<file path="src/rtl/uart_pkg.sv">
// Shared UART constants: default oversample ratio, reset divisor and a helper that
// derives an integer+fractional divisor from clock and baud rate at elaboration.
package uart_pkg;

  localparam int unsigned DEF_OVERSAMPLE   = 16;
  localparam int unsigned DEF_INT_W        = 16;
  localparam int unsigned DEF_FRAC_W       = 4;
  localparam int unsigned DEF_RST_DIV_INT  = 163;
  localparam int unsigned DEF_RST_DIV_FRAC = 0;
  localparam longint unsigned DEF_CLK_HZ   = 64'd50_000_000;

  typedef struct packed {
    logic [DEF_INT_W-1:0]  div_int;
    logic [DEF_FRAC_W-1:0] div_frac;
  } baud_div_t;

  // Rounded clk_hz / (baud * oversample) in fixed point with DEF_FRAC_W fraction bits.
  function automatic baud_div_t calc_baud_div(input longint unsigned clk_hz,
                                              input longint unsigned baud);
    longint unsigned denom;
    longint unsigned fixed_div;
    denom     = baud * 64'(DEF_OVERSAMPLE);
    fixed_div = ((clk_hz << DEF_FRAC_W) + (denom >> 1)) / denom;
    return fixed_div[DEF_INT_W+DEF_FRAC_W-1:0];
  endfunction

  localparam baud_div_t DIV_2400  = calc_baud_div(DEF_CLK_HZ, 64'd2400);
  localparam baud_div_t DIV_4800  = calc_baud_div(DEF_CLK_HZ, 64'd4800);
  localparam baud_div_t DIV_9600  = calc_baud_div(DEF_CLK_HZ, 64'd9600);
  localparam baud_div_t DIV_19200 = calc_baud_div(DEF_CLK_HZ, 64'd19200);

endpackage

</file>
<file path="src/rtl/uart_frac_accum.sv">
// Fractional phase accumulator: adds the fractional divisor once per oversample interval
// and holds the carry that stretches the following interval by one cycle.
module uart_frac_accum
  import uart_pkg::*;
#(
  parameter int unsigned FRAC_W = DEF_FRAC_W
) (
  input  logic              i_clk,
  input  logic              i_rst,
  input  logic              i_clear,
  input  logic              i_step,
  input  logic [FRAC_W-1:0] i_frac,
  output logic              o_carry
);

  logic [FRAC_W-1:0] r_acc;
  logic              r_carry;
  logic [FRAC_W:0]   w_sum;

  assign w_sum = {1'b0, r_acc} + {1'b0, i_frac};

  always_ff @(posedge i_clk or posedge i_rst) begin
    if (i_rst) begin
      r_acc   <= '0;
      r_carry <= 1'b0;
    end else if (i_clear) begin
      r_acc   <= '0;
      r_carry <= 1'b0;
    end else if (i_step) begin
      r_acc   <= w_sum[FRAC_W-1:0];
      r_carry <= w_sum[FRAC_W];
    end
  end

  assign o_carry = r_carry;

endmodule

</file>
<file path="src/rtl/uart_frac_baud_gen.sv">
// UART baud generator with integer+fractional divisor, producing oversample, mid-bit and
// bit-boundary ticks; divisor updates are staged in a shadow and applied at bit boundaries.
module uart_frac_baud_gen
  import uart_pkg::*;
#(
  parameter int unsigned INT_W        = DEF_INT_W,
  parameter int unsigned FRAC_W       = DEF_FRAC_W,
  parameter int unsigned OVERSAMPLE   = DEF_OVERSAMPLE,
  parameter int unsigned RST_DIV_INT  = DEF_RST_DIV_INT,
  parameter int unsigned RST_DIV_FRAC = DEF_RST_DIV_FRAC
) (
  input  logic                          i_clk,
  input  logic                          i_rst,
  input  logic                          i_en,
  input  logic                          i_resync,
  input  logic                          i_cfg_load,
  input  logic [INT_W-1:0]              i_cfg_div_int,
  input  logic [FRAC_W-1:0]             i_cfg_div_frac,
  output logic                          o_cfg_pending,
  output logic                          o_os_tick,
  output logic                          o_mid_tick,
  output logic                          o_bit_tick,
  output logic [$clog2(OVERSAMPLE)-1:0] o_os_index
);

  localparam int unsigned IDX_W = $clog2(OVERSAMPLE);
  localparam logic [IDX_W-1:0] IDX_MID  = IDX_W'(OVERSAMPLE / 2 - 1);
  localparam logic [IDX_W-1:0] IDX_LAST = IDX_W'(OVERSAMPLE - 1);
  localparam logic [INT_W-1:0] DIV_MIN  = INT_W'(2);

  logic [INT_W-1:0]  r_div_int;
  logic [FRAC_W-1:0] r_div_frac;
  logic [INT_W-1:0]  r_shd_int;
  logic [FRAC_W-1:0] r_shd_frac;
  logic              r_pending;
  logic [INT_W-1:0]  r_cnt;
  logic [IDX_W-1:0]  r_idx;

  logic [INT_W-1:0]  w_div_eff;
  logic [INT_W:0]    w_period_m1;
  logic              w_clear;
  logic              w_carry;
  logic              w_last;
  logic              w_os_tick;
  logic              w_bit_tick;
  logic              w_apply;

  assign w_clear     = ~i_en | i_resync;
  assign w_div_eff   = (r_div_int < DIV_MIN) ? DIV_MIN : r_div_int;
  // Interval length is D plus the carry left by the previous interval's accumulation.
  assign w_period_m1 = {1'b0, w_div_eff} + {{INT_W{1'b0}}, w_carry}
                     - {{INT_W{1'b0}}, 1'b1};
  assign w_last      = ({1'b0, r_cnt} == w_period_m1);
  assign w_os_tick   = w_last & ~w_clear;
  assign w_bit_tick  = w_os_tick & (r_idx == IDX_LAST);
  assign w_apply     = r_pending & (w_bit_tick | ~i_en);

  uart_frac_accum #(
    .FRAC_W(FRAC_W)
  ) u_frac_accum (
    .i_clk  (i_clk),
    .i_rst  (i_rst),
    .i_clear(w_clear),
    .i_step (w_os_tick),
    .i_frac (r_div_frac),
    .o_carry(w_carry)
  );

  always_ff @(posedge i_clk or posedge i_rst) begin
    if (i_rst) begin
      r_cnt <= '0;
      r_idx <= '0;
    end else if (w_clear) begin
      r_cnt <= '0;
      r_idx <= '0;
    end else if (w_last) begin
      r_cnt <= '0;
      r_idx <= (r_idx == IDX_LAST) ? '0 : r_idx + IDX_W'(1);
    end else begin
      r_cnt <= r_cnt + INT_W'(1);
    end
  end

  always_ff @(posedge i_clk or posedge i_rst) begin
    if (i_rst) begin
      r_div_int  <= INT_W'(RST_DIV_INT);
      r_div_frac <= FRAC_W'(RST_DIV_FRAC);
      r_shd_int  <= '0;
      r_shd_frac <= '0;
      r_pending  <= 1'b0;
    end else if (i_cfg_load && !i_en) begin
      // Counters are idle, so a new divisor can take effect straight away.
      r_div_int  <= i_cfg_div_int;
      r_div_frac <= i_cfg_div_frac;
      r_pending  <= 1'b0;
    end else begin
      if (w_apply) begin
        r_div_int  <= r_shd_int;
        r_div_frac <= r_shd_frac;
      end
      if (i_cfg_load) begin
        r_shd_int  <= i_cfg_div_int;
        r_shd_frac <= i_cfg_div_frac;
      end
      r_pending <= i_cfg_load | (r_pending & ~w_apply);
    end
  end

  assign o_cfg_pending = r_pending;
  assign o_os_tick     = w_os_tick;
  assign o_mid_tick    = w_os_tick & (r_idx == IDX_MID);
  assign o_bit_tick    = w_bit_tick;
  assign o_os_index    = r_idx;

endmodule

</file>
<file path="config.mk">
export PLATFORM = sky130hd
export DESIGN_NAME = uart_frac_baud_gen
export DESIGN_NICKNAME = d
export VERILOG_FILES = /design/src/rtl/uart_pkg.sv /design/src/rtl/uart_frac_accum.sv /design/src/rtl/uart_frac_baud_gen.sv
export SDC_FILE = /design/constraint.sdc
export NUM_CORES = 1
export LEC_CHECK = 0
export CAP_MARGIN = 20
export CELL_PAD_IN_SITES_DETAIL_PLACEMENT = 1
export CELL_PAD_IN_SITES_GLOBAL_PLACEMENT = 2
export CORE_MARGIN = 1
export CORE_UTILIZATION = 36
export CTS_BUF_LIST = sky130_fd_sc_hd__clkbuf_2 sky130_fd_sc_hd__clkbuf_4 sky130_fd_sc_hd__clkbuf_8
export CTS_CLUSTER_SIZE = 12
export DETAILED_ROUTE_END_ITERATION = 10
export GPL_TIMING_DRIVEN = 0
export PLACE_DENSITY = 0.75
export RECOVER_POWER = 100
export SKIP_CTS_REPAIR_TIMING = 1
export SLEW_MARGIN = 20
export SYNTH_ARGS = -nofsm -noshare
export SYNTH_HDL_FRONTEND = slang
export SYNTH_SLANG_ARGS = --single-unit
</file>
<file path="constraint.sdc">
create_clock -name i_clk -period 4.65 [get_ports i_clk]
set_input_delay 0.6975 -clock i_clk [delete_from_list [all_inputs] [get_ports i_clk]]
set_output_delay 0.6975 -clock i_clk [all_outputs]
set_load 0.05 [all_outputs]
</file>
== Word level (Yosys, flattened, before mapping) ==
Index checks and enable logic that the tools add are counted.

* Multiply operators: 0
* Magnitude comparators: 1
* Shift-type cells: 0
* Add/sub/neg operators: 5
* Muxes and demuxes: 15
* Reductions and logical operators: 6
* Equal/unequal tests: 3
* Bitwise gates (word level): 12
* Div/mod/pow operators: 0

{| class="wikitable"
|+ Operators by type and width
! kind !! number
|-
| $mux 16 || 5
|-
| $mux 4 || 7
|-
| $add 16x1->17 || 1
|-
| $eq 16x17->1 || 1
|-
| $sub 17x1->17 const B || 1
|-
| $add 16x1->16 const B || 1
|-
| $lt 16x2->1 const B || 1
|-
| $reduce_bool 2->1 || 3
|-
| $add 4x4->5 || 1
|-
| $and 1x1->1 || 5
|-
| $add 4x1->4 const B || 1
|-
| $eq 4x3->1 const B || 1
|-
| $eq 4x4->1 const B || 1
|-
| $not 1->1 || 4
|-
| $mux 1 || 3
|-
| $or 1x1->1 || 3
|-
| $reduce_and 2->1 || 1
|-
| $logic_and 1x1->1 || 1
|-
| $logic_not 1->1 || 1
|}

* Memory bits (writable): 0
* Memory bits (read-only): 0
* Output and inout port bits: 8
* Flip-flop bits (word level): 66
* Memories: 0
* Logic and storage cells: 51
* Latch bits: 0
* Input bits: 25

== Depth between registers and ports, before layout ==
Gate-level depths: netlist of the first run.

* Depth after elaboration: 13
* Mapped depth: 18
* Gate-level depth less buffers: 14

== Hierarchy ==
From an unflattened synthesis of the first run, not the netlist that was laid out.

* Cells, all modules: 354
* Area, all modules: 3847.4 um2

{| class="wikitable"
|+ Modules (own cells, without submodules)
! module !! times used !! cells each !! area each (um2) !! sequential area each (um2)
|-
| uart_frac_baud_gen || 1 || 320 || 3497.1 || 1531.5
|-
| uart_frac_accum || 1 || 34 || 350.3 || 125.1
|}

== Worst setup path after synthesis of the first run ==
No wires, ideal clock.

* Path kind: register to output
* From: register r_div_int[3]
* To: output o_mid_tick
* Path slack: -1.928 ns
* Data arrival time: 5.880 ns
* Required time: 3.953 ns
* Stages on the path, launching flop included: 15
* Path through: dfrtp_1 nor4_2 nand2_1 or2_2 o31ai_1 ha_1 ha_1 nor3b_4 nand4_2 or4b_1 o211ai_1 o22ai_1 or4_2 nor2_1 nor4b_1

* Word-level cells in the longest chain between the ends: 7

{| class="wikitable"
|+ RTL lines
! what !! RTL line !! source
|-
| from (decl) || uart_frac_baud_gen.sv:31 || <nowiki>logic [INT_W-1:0] r_div_int;</nowiki>
|-
| from (signal assigned) || uart_frac_baud_gen.sv:86 || <nowiki>r_div_int <= INT_W'(RST_DIV_INT);</nowiki>
|-
| from (signal assigned) || uart_frac_baud_gen.sv:93 || <nowiki>r_div_int <= i_cfg_div_int;</nowiki>
|-
| from (signal assigned) || uart_frac_baud_gen.sv:98 || <nowiki>r_div_int <= r_shd_int;</nowiki>
|-
| $lt 16x2->1 || uart_frac_baud_gen.sv:49 || <nowiki>assign w_div_eff = (r_div_int < DIV_MIN) ? DIV_MIN : r_div_int;</nowiki>
|-
| $mux 16 * || uart_frac_baud_gen.sv:49 ||
|-
| $add 16x1->17 * || uart_frac_baud_gen.sv:51 || <nowiki>assign w_period_m1 = {1'b0, w_div_eff} + {{INT_W{1'b0}}, w_carry}</nowiki>
|-
| $sub 17x1->17 * || uart_frac_baud_gen.sv:52 || <nowiki>- {{INT_W{1'b0}}, 1'b1};</nowiki>
|-
| $eq 16x17->1 * || uart_frac_baud_gen.sv:53 || <nowiki>assign w_last = ({1'b0, r_cnt} == w_period_m1);</nowiki>
|-
| $and 1x1->1 * || uart_frac_baud_gen.sv:54 || <nowiki>assign w_os_tick = w_last & ~w_clear;</nowiki>
|-
| named net o_os_tick || uart_frac_baud_gen.sv:20 || <nowiki>output logic o_os_tick,</nowiki>
|-
| $and 1x1->1 * || uart_frac_baud_gen.sv:111 || <nowiki>assign o_mid_tick = w_os_tick & (r_idx == IDX_MID);</nowiki>
|-
| to (decl) || uart_frac_baud_gen.sv:21 || <nowiki>output logic o_mid_tick,</nowiki>
|}

Mark *: on every way through the listed nets, which the timed path passes. The rest lies on a longest branch.

== Worst setup path in the final report of the first run ==
* From: register r_div_int[3]
* To: output o_mid_tick

* Word-level cells in the longest chain between the ends: 7

{| class="wikitable"
|+ RTL lines
! what !! RTL line
|-
| $lt 16x2->1 || uart_frac_baud_gen.sv:49
|-
| $mux 16 * || uart_frac_baud_gen.sv:49
|-
| $add 16x1->17 * || uart_frac_baud_gen.sv:51
|-
| $sub 17x1->17 * || uart_frac_baud_gen.sv:52
|-
| $eq 16x17->1 * || uart_frac_baud_gen.sv:53
|-
| $and 1x1->1 * || uart_frac_baud_gen.sv:54
|-
| $and 1x1->1 * || uart_frac_baud_gen.sv:111
|}

Mark *: on every way between the ends. The rest lies on a longest branch, timed or not.

==> flow_summary.json, run 1 <==
{
  "status": "finished, violations left",
  "violations": "max-capacitance violations, max-slew violations, negative setup slack",
  "fin_nets": 429,
  "wl_microns": 8660,
  "r2r_slack_ns": 0.17,
  "crit_end": "o_mid_tick",
  "setup_violations": 3,
  "instances_no_fill": 533,
  "syn-instance-count": 345,
  "rsz0062_at_grt": "yes",
  "drv_cap": 1,
  "wl_met1_microns": 4170,
  "arrival_ns": 4.38,
  "overflow": 0,
  "slew_violations": 40,
  "synth_top_cell_area_share_pct": 42.1,
  "die_w_microns": 103,
  "viasPerCell": 5.06,
  "die-area_sq_um": 10700,
  "grt_pass1_wl_microns": 14200,
  "powerDensity_nw_per_um2": 360,
  "numCtsBuffers": 9,
  "synth_flop_cell": "dfrtp_1",
  "vias": 2695,
  "io_buffers": 32,
  "rows": 36,
  "syn_to_final_growth_pct": 24.3,
  "worst_pin_slew_ns": 2.17,
  "yosys-top-cells-area": "dfrtp_1 (42%), mux2_2 (18%), xor2_1 (4.3%)",
  "fin_skew_ns": 0.0161,
  "drt_first_pass_iters": 4,
  "grt_pass1_vias": 2869,
  "start_util_pct": 37.4,
  "r2r-end": "o_os_index[3]",
  "ctsLongestPathBuffers": 2,
  "wl_met3_microns": 173,
  "hold_viol": 0,
  "clk_pin_slew_ns": 0.08,
  "synth_edf_count": 0,
  "routabilityCongestion": 0.752,
  "htreeDepth": 3,
  "path_max_fanout": 6,
  "critPathCaptureType": "primary output",
  "clk_latency_ns": 0.36,
  "layout-drive-gt1-share_pct": 29.8,
  "dr_wl_met2_microns": 4190,
  "cp_data_required_time_ns": 3.95,
  "ys_ff_latch": 66,
  "ys_types": 48,
  "startpoint_type": "flop",
  "syn_area_per_cell_sq_um": 10.7,
  "die_height_microns": 103,
  "synth_top_cell_by_area": "dfrtp_1",
  "io_pins": 33,
  "drc": 0,
  "finalWorstSetupSlack_ns": -0.430,
  "async_reset_ff_share_pct": 100,
  "multi_input_area_sq_um": 2050,
  "cts_tree": "yes",
  "wire_per_inst_microns": 16.2,
  "core-area_sq_um": 9860,
  "ys_warn_count": 0,
  "dp_cells": 511,
  "highest_layer": "met4",
  "startpoint": "r_div_int[3]",
  "drtIter0Drc": 49,
  "grt_antenna_before_repair": 0,
  "reg2regPathDepth": 16,
  "ant_nets": 0,
  "root_buffer": "clkbuf_8",
  "grt_max_degree": 40,
  "track_usage_pct": 17.9,
  "syn_area_sq_um": 3690,
  "synthesis.nets": 379,
  "critPathKind": "reg2out",
  "clock_sink_count": 66,
  "diodes": 0,
  "fmax_mhz": 197,
  "rr_startpoint": "r_div_int[3]",
  "place_ws_ns": -0.864,
  "slew_headroom_pct": -44.8,
  "finalCritPeriodShare_pct": 109,
  "period_needed_ns": 5.08,
  "yosysSeqAreaShare_pct": 44.9,
  "hp-class": "reg2reg",
  "hpwl_microns": 6250,
  "p_leak_nw": 1.84,
  "ir_drop_mv": 0.168,
  "fill_cells": 1069,
  "register_area_sq_um": 1660
}
report_power, final:
| group | switching, mW | leakage (nW) | internal (mW) |
|---|---|---|---|
| clock network | 0.251 | 0.110 | 0.306 |
| logic | 0.154 | 0.914 | 0.192 |
| registers | 0.0950 | 0.820 | 0.653 |
cell usage in the layout (no fill, tap or decap), types with 13 or more instances in the layout:
cell type,instances
mux2_2,60
dfrtp_1,56
nor2_1,35
nand2_1,23
clkdlybuf4s50_1,23
xor2_1,18
nand3_1,16
xnor2_1,16
clkbuf_1,13
a21oi_1,13
through the flow:
stage / hold slack [ns] / utilization (%) / total power, mW / TNS [ns] / instance area [sq um]
after floorplan: 0.474 / - / 0.966 / -0.176 / 3740
after global placement: 0.480 / 42.9 / 1.06 / -1.94 / 4230
after detailed placement: 0.490 / 43.1 / 1.07 / -2.63 / 4250
after CTS: 0.510 / 45.4 / 1.64 / -4.00 / 4480
after global routing: 0.524 / 46.5 / 1.74 / -3.38 / 4580
final: 0.504 / 46.5 / 1.65 / -1.10 / 4580
flip-flops by register name (all words and copies together), names as in the netlist, 4 cells and up:
register	count
u_frac_accum.r_acc	4
o_os_index	4
r_div_int	16
r_shd_int	16
r_cnt	16
r_shd_frac	4
r_div_frac	4
worst max-delay path: stages (launching register included):
cell,delay (ns)
dfrtp_2,0.49
nor4_4,0.26
nand2_1,0.13
or2_4,0.26
o31ai_4,0.18
ha_2,0.24
ha_4,0.14
nor3b_4,0.31
nand4_2,0.19
or4b_1,0.49
o211ai_1,0.14
o22ai_2,0.14
or4_4,0.53
nor2_4,0.13
nor4b_4,0.20
buf_6,0.19
synthesized netlist by cell type (all sizes together) (2+ instances only):
cell,n
a211oi,2
a21o,3
a21oi,13
a31oi,2
and3,5
buf,3
clkbuf,13
dfrtp,62
dfstp,4
ha,8
inv,7
mux2,60
nand2,23
nand2b,2
nand3,17
nand3b,2
nor2,39
nor3,6
nor3b,2
nor4,3
o2111ai,2
o211ai,2
o21ai,8
o22ai,2
o31ai,2
or3,2
or4,3
xnor2,16
xor2,18
metal layers:
| metal | vias to the layer above | GRT usage (%) |
|---|---|---|
| met3 | 12 | 3.23 |
| li1 | 1311 | - |
| met2 | 25 | 29.0 |
| met5 | - | 0 |
| met4 | 0 | 6.18 |
| met1 | 1347 | 24.1 |
cell type report:
cell class | count | share of cell area, %
Buffer | 16 | 1.83
Tap cell | 133 | 3.63
Clock buffer | 9 | 2.70
Clock inverter | 7 | 2.16
Multi-Input combinational cell | 256 | 44.8
Timing Repair Buffer | 39 | 8.00
Inverter | 7 | 0.601
Sequential cell | 66 | 36.3
kinds of logic after synthesis:
family	after synthesis	synth area share, %
and+or+nand+nor	111	15.6
DFF	66	44.9
muxes	61	18.6
AOI/OAI and AO/OA	41	7.02
xor gates and xnor gates	34	8.08
buffers and inverters	23	2.48
adders and majority gates	9	3.26
how the worst min path moves through the flow:
| stage | end | slack (ns) | from | cells after the start |
|---|---|---|---|---|
| after floorplan | r_shd_int[14] | 0.47 | r_shd_int[14] | 1 |
| after global placement | r_shd_int[12] | 0.48 | r_shd_int[12] | 1 |
| after detailed placement | r_shd_int[11] | 0.49 | r_shd_int[11] | 1 |
| after CTS | r_shd_int[13] | 0.51 | r_shd_int[13] | 1 |
| after global routing | r_shd_int[10] | 0.52 | r_shd_int[10] | 1 |
| final | r_shd_frac[2] | 0.50 | r_shd_frac[2] | 1 |
(Power assumes the default switching activity.)
==> run 2, diff against run 1 <==
ABC_AREA = 1   (was not set)
CORE_UTILIZATION = 32   (was 36)
PLACE_DENSITY = 0.74   (was 0.75)
SLEW_MARGIN = 10   (was 20)
==> flow_summary.json, run 2 <==
{
  "status": "finished, violations left",
  "violations": "max-capacitance violations, max-slew violations",
  "io_pins": 33,
  "wire_per_inst_microns": 13.7,
  "hp-start": "r_div_int[0]",
  "syn_to_final_growth_pct": 18.0,
  "hp-class": "reg2reg",
  "hpwl_microns": 7830,
  "ys_top_cells_by_count": "nand2_1 (136), dfrtp_1 (62), inv_1 (61)",
  "synth_top_cell_by_area": "dfrtp_1",
  "yosysSeqAreaShare_pct": 41.6,
  "path_cells": "buf_6, nor2_2, nand2_1, nor2_4, nand2_4, nand2_1, ha_1, ha_1, nand2_1, nor2_2, nand2_1, nor2_4, nand2_1, xor2_1, nand2_1, nor2_1, nand3b_4, nor2_4, inv_2, nor2_1, buf_2",
  "async_reset_ff_share_pct": 100,
  "layout-drive-gt1-share_pct": 10.2,
  "path_max_fanout": 7,
  "r2r_slack_ns": 0.74,
  "period_needed_ns": 4.28,
  "ant_nets": 0,
  "finalCritPeriodShare_pct": 92.1,
  "layout_commonest_cell": "nand2_1",
  "drc": 0,
  "clk_latency_ns": 0.36,
  "synth_flop_cell": "dfrtp_1",
  "setup_violations": 0,
  "timing.hold.ws_ns": 0.479,
  "die-area_sq_um": 12900,
  "grt_antenna_before_repair": 0,
  "reg2regPathDepth": 24,
  "ctsLongestPathBuffers": 2,
  "routabilityCongestion": 0.754,
  "startpoint_type": "flop",
  "ys_ff_latch": 66,
  "critPathKind": "reg2out",
  "ys_types": 38,
  "clock_sink_count": 66,
  "wl_microns": 10100,
  "p_switching_uw": 539,
  "start_util_pct": 33.0,
  "htreeDepth": 3,
  "seq_power_share_pct": 42.4,
  "finalPower_mw": 1.64,
  "numCtsBuffers": 9,
  "multi_input_area_sq_um": 1950,
  "max_stage_delay_ns": 0.37,
  "cp_slowest_cell": "dfrtp_1",
  "clock_power_share_pct": 31.3,
  "yosys-top-cells-area": "dfrtp_1 (39%), nand2_1 (13%), inv_1 (5.8%)",
  "final_cell_mix": "nand2_1 (140), dfrtp_1 (62), inv_1 (60)",
  "critPathCaptureType": "primary output",
  "crit_buf_inv": 3,
  "slew_headroom_pct": -43.9,
  "r2r-end": "r_div_int[1]",
  "powerDensity_nw_per_um2": 349,
  "reg_top3": "r_cnt x16, r_div_int x16, r_shd_int x16",
  "drt_first_pass_iters": 5,
  "vias": 3333,
  "io_buffers": 32,
  "crit_cells": 21,
  "rsz0062_at_grt": "no",
  "p_leak_nw": 2.24,
  "synth_most_common_cell": "nand2_1",
  "combPwrFrac_pct": 26.3,
  "track_usage_pct": 17.6,
  "grt_max_degree": 39,
  "syn_area_sq_um": 3980,
  "rows": 40,
  "grt_pass1_wl_microns": 17500,
  "syn_area_per_cell_sq_um": 7.71,
  "ir_drop_mv": 0.163,
  "cpMostUsedCell": "nand2_1",
  "synth_top_cell_area_share_pct": 39.0,
  "cts_tree": "yes",
  "slew_violations": 39,
  "core-area_sq_um": 12100,
  "drtIter0Drc": 109,
  "fill_cells": 1473,
  "utilization_pct": 38.9,
  "hold_viol": 0,
  "die_w_microns": 113,
  "rr_startpoint": "r_div_int[10]",
  "diodes": 0,
  "worst_pin_slew_ns": 2.16,
  "register_area_sq_um": 1660,
  "arrival_ns": 3.59,
  "fmax_mhz": 233,
  "synth_edf_count": 0,
  "synthesis.nets": 550,
  "grt_pass1_vias": 3475,
  "root_buffer": "clkbuf_8",
  "drv_cap": 1,
  "overflow": 0,
  "crit_family": "simple AND/OR/NAND/NOR gates",
  "crit_end": "o_bit_tick",
  "internal-power_mw": 1.10,
  "syn-instance-count": 516,
  "die_height_microns": 113,
  "swShare_pct": 33.0,
  "clk_pin_slew_ns": 0.07,
  "viasPerCell": 4.52,
  "fin_skew_ns": 0.00798,
  "cp_data_required_time_ns": 3.95,
  "ys_warn_count": 0,
  "fin_setup_tns_ns": 0,
  "fin_nets": 598,
  "startpoint": "r_div_int[10]"
}
## run 2: changes by cell type after synthesis, moves of 10 or more
cell | previous run | this run
nand2_1 | 23 | 136
mux2_2 | 60 | 0
inv_1 | 7 | 61
o21ai_0 | 8 | 44
nand3_1 | 17 | 40
nand4_1 | 0 | 10
## run 2: how the worst min path moves through the flow
stage	end	cells after the start
floorplan	r_div_int[0]	2
global placement	r_shd_frac[1]	2
detailed placement	r_div_int[0]	2
CTS	r_div_int[0]	2
global route	r_div_int[0]	2
finish	r_div_int[0]	2
## run 2: per-stage QoR
| stage | instances | area [sq um] | worst slack, ns |
|---|---|---|---|
| 2_1_floorplan | 516 | 3980 | 0.560 |
| 3_3_place_gp | 716 | 4510 | 0.0652 |
| 3_5_place_dp | 717 | 4530 | -0.0881 |
| 4_1_cts | 733 | 4740 | -0.504 |
| 5_1_grt | 737 | 4690 | 0.00615 |
| 6_report | 737 | 4690 | 0.367 |
## run 2: worst register-to-register path, stage by stage (launching register included)
cell and delay (ns):
dfrtp_1 0.37, buf_6 0.13, nor2_2 0.15, nand2_1 0.11, nor2_4 0.17, nand2_4 0.10, nand2_1 0.09, ha_1 0.17
ha_1 0.19, nand2_1 0.09, nor2_2 0.12, nand2_1 0.13, nor2_4 0.16, nand2_1 0.11, o21bai_2 0.11, nand2_1 0.08
nand3b_1 0.16, nor2_1 0.12, nand2_1 0.08, nor2_1 0.23, nand4_1 0.15, nand2_1 0.21, clkbuf_1 0.36, nand3_1 0.17
nand2_1 0.10
## run 2: kinds of logic after synthesis
group                    Yosys count  synth area share (%)
XOR/XNOR                          25                  6.20
adder cells (fa/ha/maj)            9                  3.02
AO/OA/AOI/OAI                     57                  7.49
flip-flops                        66                  41.6
AND/OR/NAND/NOR                  279                  32.8
buffers and inverters             80                  8.84
## run 2: routing by layer
metal | GRT usage [%] | up-vias | share of wire, %
met2 | 28.5 | 38 | 46
met3 | 4.99 | 11 | 3.0
met5 | 0 | - | 0
li1 | - | 1730 | -
met1 | 22.7 | 1554 | 49
met4 | 5.35 | 0 | 1.4
## run 2: final cells by class
cell class | count | area share, %
Inverter | 62 | 4.99
Buffer | 18 | 1.97
Timing Repair Buffer | 37 | 7.33
Sequential cell | 66 | 35.3
Tap cell | 168 | 4.48
Clock inverter | 4 | 1.07
Multi-Input combinational cell | 370 | 41.5
Clock buffer | 12 | 3.39
## run 2: power by group through the flow
stage               Combinational (mW)  Clock (mW)  Sequential [mW]
floorplan                        0.337           0            0.692
global placement                 0.434           0            0.703
detailed placement               0.445           0            0.705
CTS                              0.447       0.535            0.694
global route                     0.496       0.559            0.705
finish                           0.430       0.511            0.694
==> run 3, diff against run 2 <==
CTS_CLUSTER_DIAMETER = 40   (was not set)
==> results of run 3 <==
The final DEF is identical to that of run 2; final timing and power are the same.
